$ cat config.mk
export PLATFORM = sky130hd
export DESIGN_NAME = pc_ctrl
export DESIGN_NICKNAME = d
export VERILOG_FILES = /design/src/rtl/pc_ctrl.sv
export SDC_FILE = /design/constraint.sdc
export NUM_CORES = 1
export LEC_CHECK = 0
export ABC_AREA = 1
export CAP_MARGIN = 25
export CORE_UTILIZATION = 49
export DETAILED_ROUTE_END_ITERATION = 8
export PLACE_DENSITY = 0.81
export RECOVER_POWER = 50
export SYNTH_ARGS = -nofsm -noshare
export SYNTH_HDL_FRONTEND = slang
export SYNTH_SLANG_ARGS = --single-unit
$ cat constraint.sdc
create_clock -name CLK -period 2.03 [get_ports CLK]
set_input_delay 0.609 -clock CLK [delete_from_list [all_inputs] [get_ports CLK]]
set_output_delay 0.609 -clock CLK [all_outputs]
set_load 0.02 [all_outputs]
$ cat src/rtl/pc_ctrl.sv
// Program-counter sequencer: fetch/decode/execute FSM with a 4-deep return stack.
// Drives the PC register's enable, source select and load target.
module pc_ctrl (
  input  logic        CLK,
  input  logic        reset,
  input  logic        mem_ready,
  input  logic [15:0] instr,
  input  logic        zero_flag,
  input  logic [7:0]  PC,
  output logic        fetch_req,
  output logic        pc_en,
  output logic        PCsrc,
  output logic [7:0]  immediate,
  output logic        exec_en,
  output logic        halted,
  output logic        stack_err
);

  typedef enum logic [2:0] {IDLE, FETCH, DECODE, EXEC, HALT} state_t;

  localparam logic [3:0] OP_NOP  = 4'h0;
  localparam logic [3:0] OP_JMP  = 4'h1;
  localparam logic [3:0] OP_BEQ  = 4'h2;
  localparam logic [3:0] OP_BNE  = 4'h3;
  localparam logic [3:0] OP_CALL = 4'h4;
  localparam logic [3:0] OP_RET  = 4'h5;
  localparam logic [3:0] OP_HALT = 4'hF;

  state_t            state_q, state_d;
  logic [15:0]       ir_q, ir_d;
  logic              zero_q, zero_d;
  logic              take_q, take_d;
  logic [7:0]        target_q, target_d;
  logic [2:0]        sp_q, sp_d;
  logic [3:0][7:0]   stack_q, stack_d;
  logic              stack_err_q, stack_err_d;

  logic [3:0] opcode;
  logic [7:0] imm;
  logic [1:0] top_idx;
  logic [7:0] pc_inc;
  logic       exec_src;

  assign opcode  = ir_q[15:12];
  assign imm     = ir_q[7:0];
  assign top_idx = sp_q[1:0] - 2'd1;
  assign pc_inc  = PC + 8'd1;

  always_ff @(posedge CLK) begin
    if (!reset) begin
      state_q     <= IDLE;
      ir_q        <= 16'h0000;
      zero_q      <= 1'b0;
      take_q      <= 1'b0;
      target_q    <= 8'h00;
      sp_q        <= 3'd0;
      stack_q     <= '0;
      stack_err_q <= 1'b0;
    end else begin
      state_q     <= state_d;
      ir_q        <= ir_d;
      zero_q      <= zero_d;
      take_q      <= take_d;
      target_q    <= target_d;
      sp_q        <= sp_d;
      stack_q     <= stack_d;
      stack_err_q <= stack_err_d;
    end
  end

  always_comb begin
    state_d = state_q;
    case (state_q)
      IDLE:    state_d = FETCH;
      FETCH:   if (mem_ready) state_d = DECODE;
      DECODE:  state_d = EXEC;
      EXEC:    state_d = (opcode == OP_HALT) ? HALT : FETCH;
      HALT:    state_d = HALT;
      default: state_d = IDLE;
    endcase
  end

  // Decode resolves the jump target and stack legality up front, so EXEC
  // only commits the push/pop that was already judged safe (take_q).
  always_comb begin
    ir_d        = ir_q;
    zero_d      = zero_q;
    take_d      = take_q;
    target_d    = target_q;
    sp_d        = sp_q;
    stack_d     = stack_q;
    stack_err_d = stack_err_q;
    case (state_q)
      FETCH: if (mem_ready) ir_d = instr;
      DECODE: begin
        zero_d   = zero_flag;
        take_d   = 1'b0;
        target_d = imm;
        case (opcode)
          OP_JMP: take_d = 1'b1;
          OP_CALL: begin
            if (sp_q == 3'd4) stack_err_d = 1'b1;
            else              take_d      = 1'b1;
          end
          OP_RET: begin
            if (sp_q == 3'd0) stack_err_d = 1'b1;
            else begin
              take_d   = 1'b1;
              target_d = stack_q[top_idx];
            end
          end
          default: take_d = 1'b0;
        endcase
      end
      EXEC: begin
        if (opcode == OP_CALL && take_q) begin
          stack_d[sp_q[1:0]] = pc_inc;
          sp_d               = sp_q + 3'd1;
        end else if (opcode == OP_RET && take_q) begin
          sp_d = sp_q - 3'd1;
        end
      end
      default: ;
    endcase
  end

  always_comb begin
    case (opcode)
      OP_BEQ:  exec_src = zero_q;
      OP_BNE:  exec_src = !zero_q;
      default: exec_src = take_q;
    endcase
  end

  // Datapath opcodes raise exec_en alongside pc_en so the PC still advances.
  always_comb begin
    fetch_req = 1'b0;
    pc_en     = 1'b0;
    PCsrc     = 1'b0;
    immediate = 8'h00;
    exec_en   = 1'b0;
    halted    = 1'b0;
    stack_err = 1'b0;
    if (reset) begin
      stack_err = stack_err_q && (state_q != HALT) && (state_q != IDLE);
      case (state_q)
        FETCH: fetch_req = 1'b1;
        EXEC: begin
          pc_en     = (opcode != OP_HALT);
          exec_en   = (opcode > OP_RET) && (opcode != OP_HALT);
          PCsrc     = exec_src && (opcode != OP_HALT) && (opcode != OP_NOP);
          immediate = PCsrc ? target_q : 8'h00;
        end
        HALT: halted = 1'b1;
        default: ;
      endcase
    end
  end

endmodule

Word-level counts from Yosys, hierarchy flattened
Index checks and enable logic that the tools add are counted.
{"block": "totals", "register_bits": 65, "inputBits": 28, "output_inout_bits": 14, "elab_cells": 87}
{"block": "op_classes", "n_addsub": 4, "n_lt_le_gt_ge": 4, "eq_ne": 16, "muxes": 33, "n_reduce_logical": 19}
{"operator": "two-way mux 8 bit", "n": 7}
{"operator": "bitwise mux 32 bit", "n": 1}
{"operator": "binary-select mux 8 bit (select 2 bit)", "n": 1}
{"operator": "demux 8 bit (select 2 bit)", "n": 1}
{"operator": "two-way mux 1 bit", "n": 15}
{"operator": "case mux 3 bit (5 select lines)", "n": 1}
{"operator": "two-way mux 3 bit", "n": 4}
{"operator": "adder 8 x 1 -> 8 bit (second input constant)", "n": 1}
{"operator": "equality test 4 x 2 -> 1 bit (second input constant)", "n": 2}
{"operator": "equality test 4 x 3 -> 1 bit (second input constant)", "n": 2}
{"operator": "logical AND 1 bit", "n": 8}
{"operator": "equality test 3 x 2 -> 1 bit (second input constant)", "n": 2}
{"operator": "equality test 3 bit (second input constant)", "n": 2}
{"operator": "zero test 3 bit", "n": 2}
{"operator": "< comparator 2 x 3 -> 1 bit (second input constant)", "n": 2}
{"operator": "!= test 2 bit (second input constant)", "n": 3}
{"operator": "AND reduction 2 bit", "n": 3}
{"operator": "equality test 4 x 1 -> 1 bit (second input constant)", "n": 1}
{"operator": "equality test 4 bit (second input constant)", "n": 1}
{"operator": "greater-than comparator 4 x 3 -> 1 bit (second input constant)", "n": 1}
{"operator": "!= test 4 bit (second input constant)", "n": 1}
{"operator": "case mux 1 bit (2 select lines)", "n": 2}
{"operator": "AND reduction 4 bit", "n": 1}
{"operator": "nonzero test 2 bit", "n": 2}
{"operator": "10 further kinds", "n": 10}

Logic depth before layout (Yosys ltp)
Gate-level depths: netlist of the first run.
{"block": "depth", "word_depth": 7, "depth_mapped": 10, "depth_no_buf": 10}

Least setup slack after synthesis of the first run
OpenSTA, ideal clock, no wires.
{"block": "synth_timing", "kind": "input -> output", "from": "input port reset", "to": "output port immediate[0]", "t_arrival_ns": 1.745, "t_required_ns": 1.421, "slack_ns": -0.324, "path_stages": 4, "n_path_buf": 0, "cell_sequence": "clkinv_1 > nor2_1 > o211ai_2 > nor2_1"}
{"block": "synth_between", "elab_chain_len": 1}
{"element": "start: declaration", "line_no": "5", "rtl": "input logic reset,"}
{"element": "two-way mux 8 bit", "line_no": "144", "rtl": "if (reset) begin"}
{"element": "end: declaration", "line_no": "13", "rtl": "output logic [7:0] immediate,"}
Every way passes these cells.

Worst setup path after layout of the first run
{"block": "layout_timing", "from": "register state_q[0]", "to": "output port immediate[4]"}
{"block": "layout_between", "elab_chain_len": 3}
{"element": "start: declaration", "line_no": "29", "rtl": "state_t state_q, state_d;"}
{"element": "start signal: assignment", "line_no": "60", "rtl": "state_q <= state_d;"}
{"element": "equality test 3 x 2 -> 1 bit", "line_no": "146", "rtl": "case (state_q)"}
{"element": "two-way mux 8 bit", "line_no": "146"}
{"element": "two-way mux 8 bit", "line_no": "144"}
Every way passes these cells.

==> results.json, run 1 <==
{
  "clk_latency_ns": 0.35,
  "netlist_instances": 442,
  "ios": 42,
  "r2r-start": "sp_q[1]",
  "grt_pass1_wl_um": 12600,
  "r2r-end": "target_q[7]",
  "final_common_cell": "nor2_1",
  "ir_drop_uv": 456,
  "clock_path_buffers": 2,
  "nNetsFinal": 544,
  "grt.total_usage_pct": 25.9,
  "die_x_um": 80.2,
  "synth_warnings": 0,
  "cp.arrival_ns": 1.66,
  "max_cap_viol_count": 0,
  "max_slew_margin_pct": 65.9,
  "hold_viol_final": 0,
  "rr_worst_depth": 7,
  "cts.clk_slew.worst_paths_ns": 0.07,
  "crit_type": "reg2out",
  "antenna_found_initial": 0,
  "hp-class": "reg2reg",
  "finalCritPeriodShare_pct": 112,
  "first_iter_violations": 197,
  "crit_fanout": 8,
  "final_cell_mix": "nor2_1, nand2_1, dfxtp_1, inv_1, buf_4",
  "firstDrtPassIters": 4,
  "worstPathRequired_ns": 1.42,
  "outcome": "finished, violations left",
  "vias_per_cell": 5.22,
  "grt-ovfl-total": 0,
  "core_um2": 5920,
  "netSwitchingFraction_pct": 23.7,
  "gp_congestion": 0.861,
  "hold_depth": 2,
  "power.internal_mw": 2.28,
  "multi_input_area_um2": 1610,
  "ant_nets": 0,
  "num_rows": 28,
  "clock_skew_ns": 0.0122,
  "max_freq_ghz": 0.440,
  "start_kind": "flip-flop",
  "p_per_area_nw_per_um2": 736,
  "period_needed_ns": 2.27,
  "rrSetupSlack_ns": 0.21,
  "fp.dieArea_um2": 6420,
  "synthesis.nets": 476,
  "min_from": "stack_q[8]",
  "cts_buffers": 9,
  "power.total_mw": 2.99,
  "ys_types": 27,
  "avgRoutedWirePerCell_um": 13.3,
  "holdWs_ns": 0.484,
  "drive_gt1_share_pct": 20.8,
  "pwr-share-comb_pct": 11.5,
  "grt_start_max_net_pins": 58,
  "holdPathEnd": "stack_q[8]",
  "finalWirelength_um": 7840,
  "die_h_um": 80.2,
  "report.final.slew_viol_count": 0,
  "io_buffers": 37,
  "ys_ff_latch": 61,
  "violations": "negative setup slack",
  "htree_num_levels": 3,
  "setup.worst_path.end_class": "primary output",
  "syn_area_per_cell_um2": 6.77,
  "cts_tree": "done",
  "tns_ns": -2.12,
  "n_antenna_cell": 0,
  "switching_power_uw": 709,
  "seq_area_frac_synth_pct": 40.8,
  "syn_to_final_growth_pct": 35.7,
  "regArea_um2": 1230,
  "rsz0062_at_grt": "true",
  "fillers": 455,
  "synth_area_um2": 2990,
  "leakage_nw": 1.74,
  "pwr-share-seq_pct": 42.4,
  "vias": 3077,
  "cts-root-buf": "clkbuf_8",
  "post-route-drc-count": 0,
  "utilization_pct": 68.6,
  "cts_sinks": 61,
  "dpl.hpwl_um": 4930,
  "clkPwrFrac_pct": 46.1,
  "initial_utilization_pct": 50.5,
  "worst_slack_ns": -0.241,
  "setup_viol": 10,
  "tightestPinTransition_ns": 0.512,
  "grt_pass1_vias": 2769
}
-- sequential cells by signal, summed over array words and instances, names as in the netlist --
| signal | flops |
|---|---|
| take_q | 1 |
| ir_q | 12 |
| stack_err_q | 1 |
| target_q | 8 |
| stack_q | 32 |
| zero_q | 1 |
| sp_q | 3 |
| state_q | 3 |
-- layout make-up --
cell class	instances	share of cell area, %
multi-input cells	312	39.7
well taps	75	2.31
clock buffers	11	3.73
flip-flops and latches	61	30.3
repair buffers	74	16.5
inverters	52	4.84
clock inverters	5	2.62
-- metal layers --
layer	part of all wire (%)	vias up	track usage (%)
met2	48	100	43.2
met4	2.1	0	13.2
met5	0	-	0
met1	44	1421	32.1
li1	-	1543	-
met3	5.4	13	4.20
-- cells by family (layout without fill, tap and decap cells) --
group                      after synthesis  after routing  synth area share (%)
xor gates and xnor gates                 5              5                  1.46
and+or+nand+nor                        212            212                  29.9
DFF                                     61             61                  40.8
adders and majority gates                6              6                  2.76
buffers and inverters                   69            142                  9.74
AOI/OAI and AO/OA                       89             89                  15.3
-- critical path, cell delays in order (launching register included) --
cell and delay [ns]:
dfxtp_2 0.34, inv_2 0.05, nor2_4 0.09, nand2_2 0.07
inv_2 0.07, nand2_4 0.05, nor2_4 0.14, o211ai_4 0.13
buf_12 0.18, nor2_4 0.08, buf_6 0.12
-- cells in the mapped netlist --
| cell type | instances | area [um2] |
|---|---|---|
| nor2_1 | 106 | 398 |
| nor2_4 | 3 | 33.8 |
| nand2_1 | 65 | 244 |
| dfxtp_1 | 61 | 1220 |
| o211ai_2 | 1 | 12.5 |
| nand3b_1 | 1 | 7.51 |
| clkinv_1 | 1 | 3.75 |
| xnor2_1 | 2 | 17.5 |
| clkbuf_1 | 11 | 41.3 |
| nand3_1 | 24 | 120 |
| nor3_1 | 3 | 15.0 |
| nand4_1 | 4 | 25.0 |
| a31oi_1 | 2 | 12.5 |
| buf_6 | 4 | 45.0 |
| nand3_2 | 1 | 10.0 |
| xor2_1 | 3 | 26.3 |
| buf_2 | 2 | 10.0 |
| nand3_4 | 1 | 17.5 |
| nand2_2 | 4 | 25.0 |
| fa_1 | 1 | 20.0 |
| ha_1 | 5 | 62.6 |
| a21oi_1 | 33 | 165 |
| o21ai_1 | 17 | 85.1 |
| inv_1 | 50 | 188 |
| inv_2 | 1 | 3.75 |
| o21a_1 | 1 | 7.51 |
| o21ai_0 | 35 | 175 |
-- power groups by stage --
stage	clock [mW]	combinational (mW)	sequential, mW
floorplan	0	0.161	1.29
detailed placement	0	0.306	1.29
global route	1.43	0.376	1.27
finish	1.38	0.344	1.27
global placement	0	0.300	1.29
CTS	1.39	0.325	1.26
-- how the worst max path moves through the flow --
| stage | startpoint | to | slack (ns) | cells after the start |
|---|---|---|---|---|
| 6_report | state_q[0] | immediate[4] | -0.24 | 10 |
| 5_1_grt | state_q[0] | immediate[4] | -0.30 | 10 |
| 2_1_floorplan | state_q[0] | immediate[0] | 0.02 | 8 |
| 3_3_place_gp | reset | immediate[5] | -0.86 | 7 |
| 3_5_place_dp | reset | immediate[4] | -0.88 | 7 |
| 4_1_cts | state_q[0] | immediate[4] | -0.23 | 10 |
-- what timing repair did --
| item | CTS | global route |
|---|---|---|
| buffers inserted | 5 | 4 |
| hold buffers | 0 | 0 |
| pin swaps | 6 | 7 |
| endpoints found under the setup margin | 14 | 13 |
| resized for setup | 86 | 16 |
-- stage by stage --
step | cell area (um2) | worst slack, ns | std cells
finish | 4060 | -0.241 | 590
global route | 4060 | -0.297 | 590
CTS | 4010 | -0.229 | 587
detailed placement | 3690 | -0.882 | 567
global placement | 3690 | -0.865 | 567
floorplan | 3080 | 0.0175 | 442
Power figures use the tool's default switching activity.
==> run 2: changes to the inputs <==
CTS_CLUSTER_DIAMETER = 120   (was default)
==> results of run 2 <==
Same layout as run 1: the final DEF is identical, and so are final timing and power.
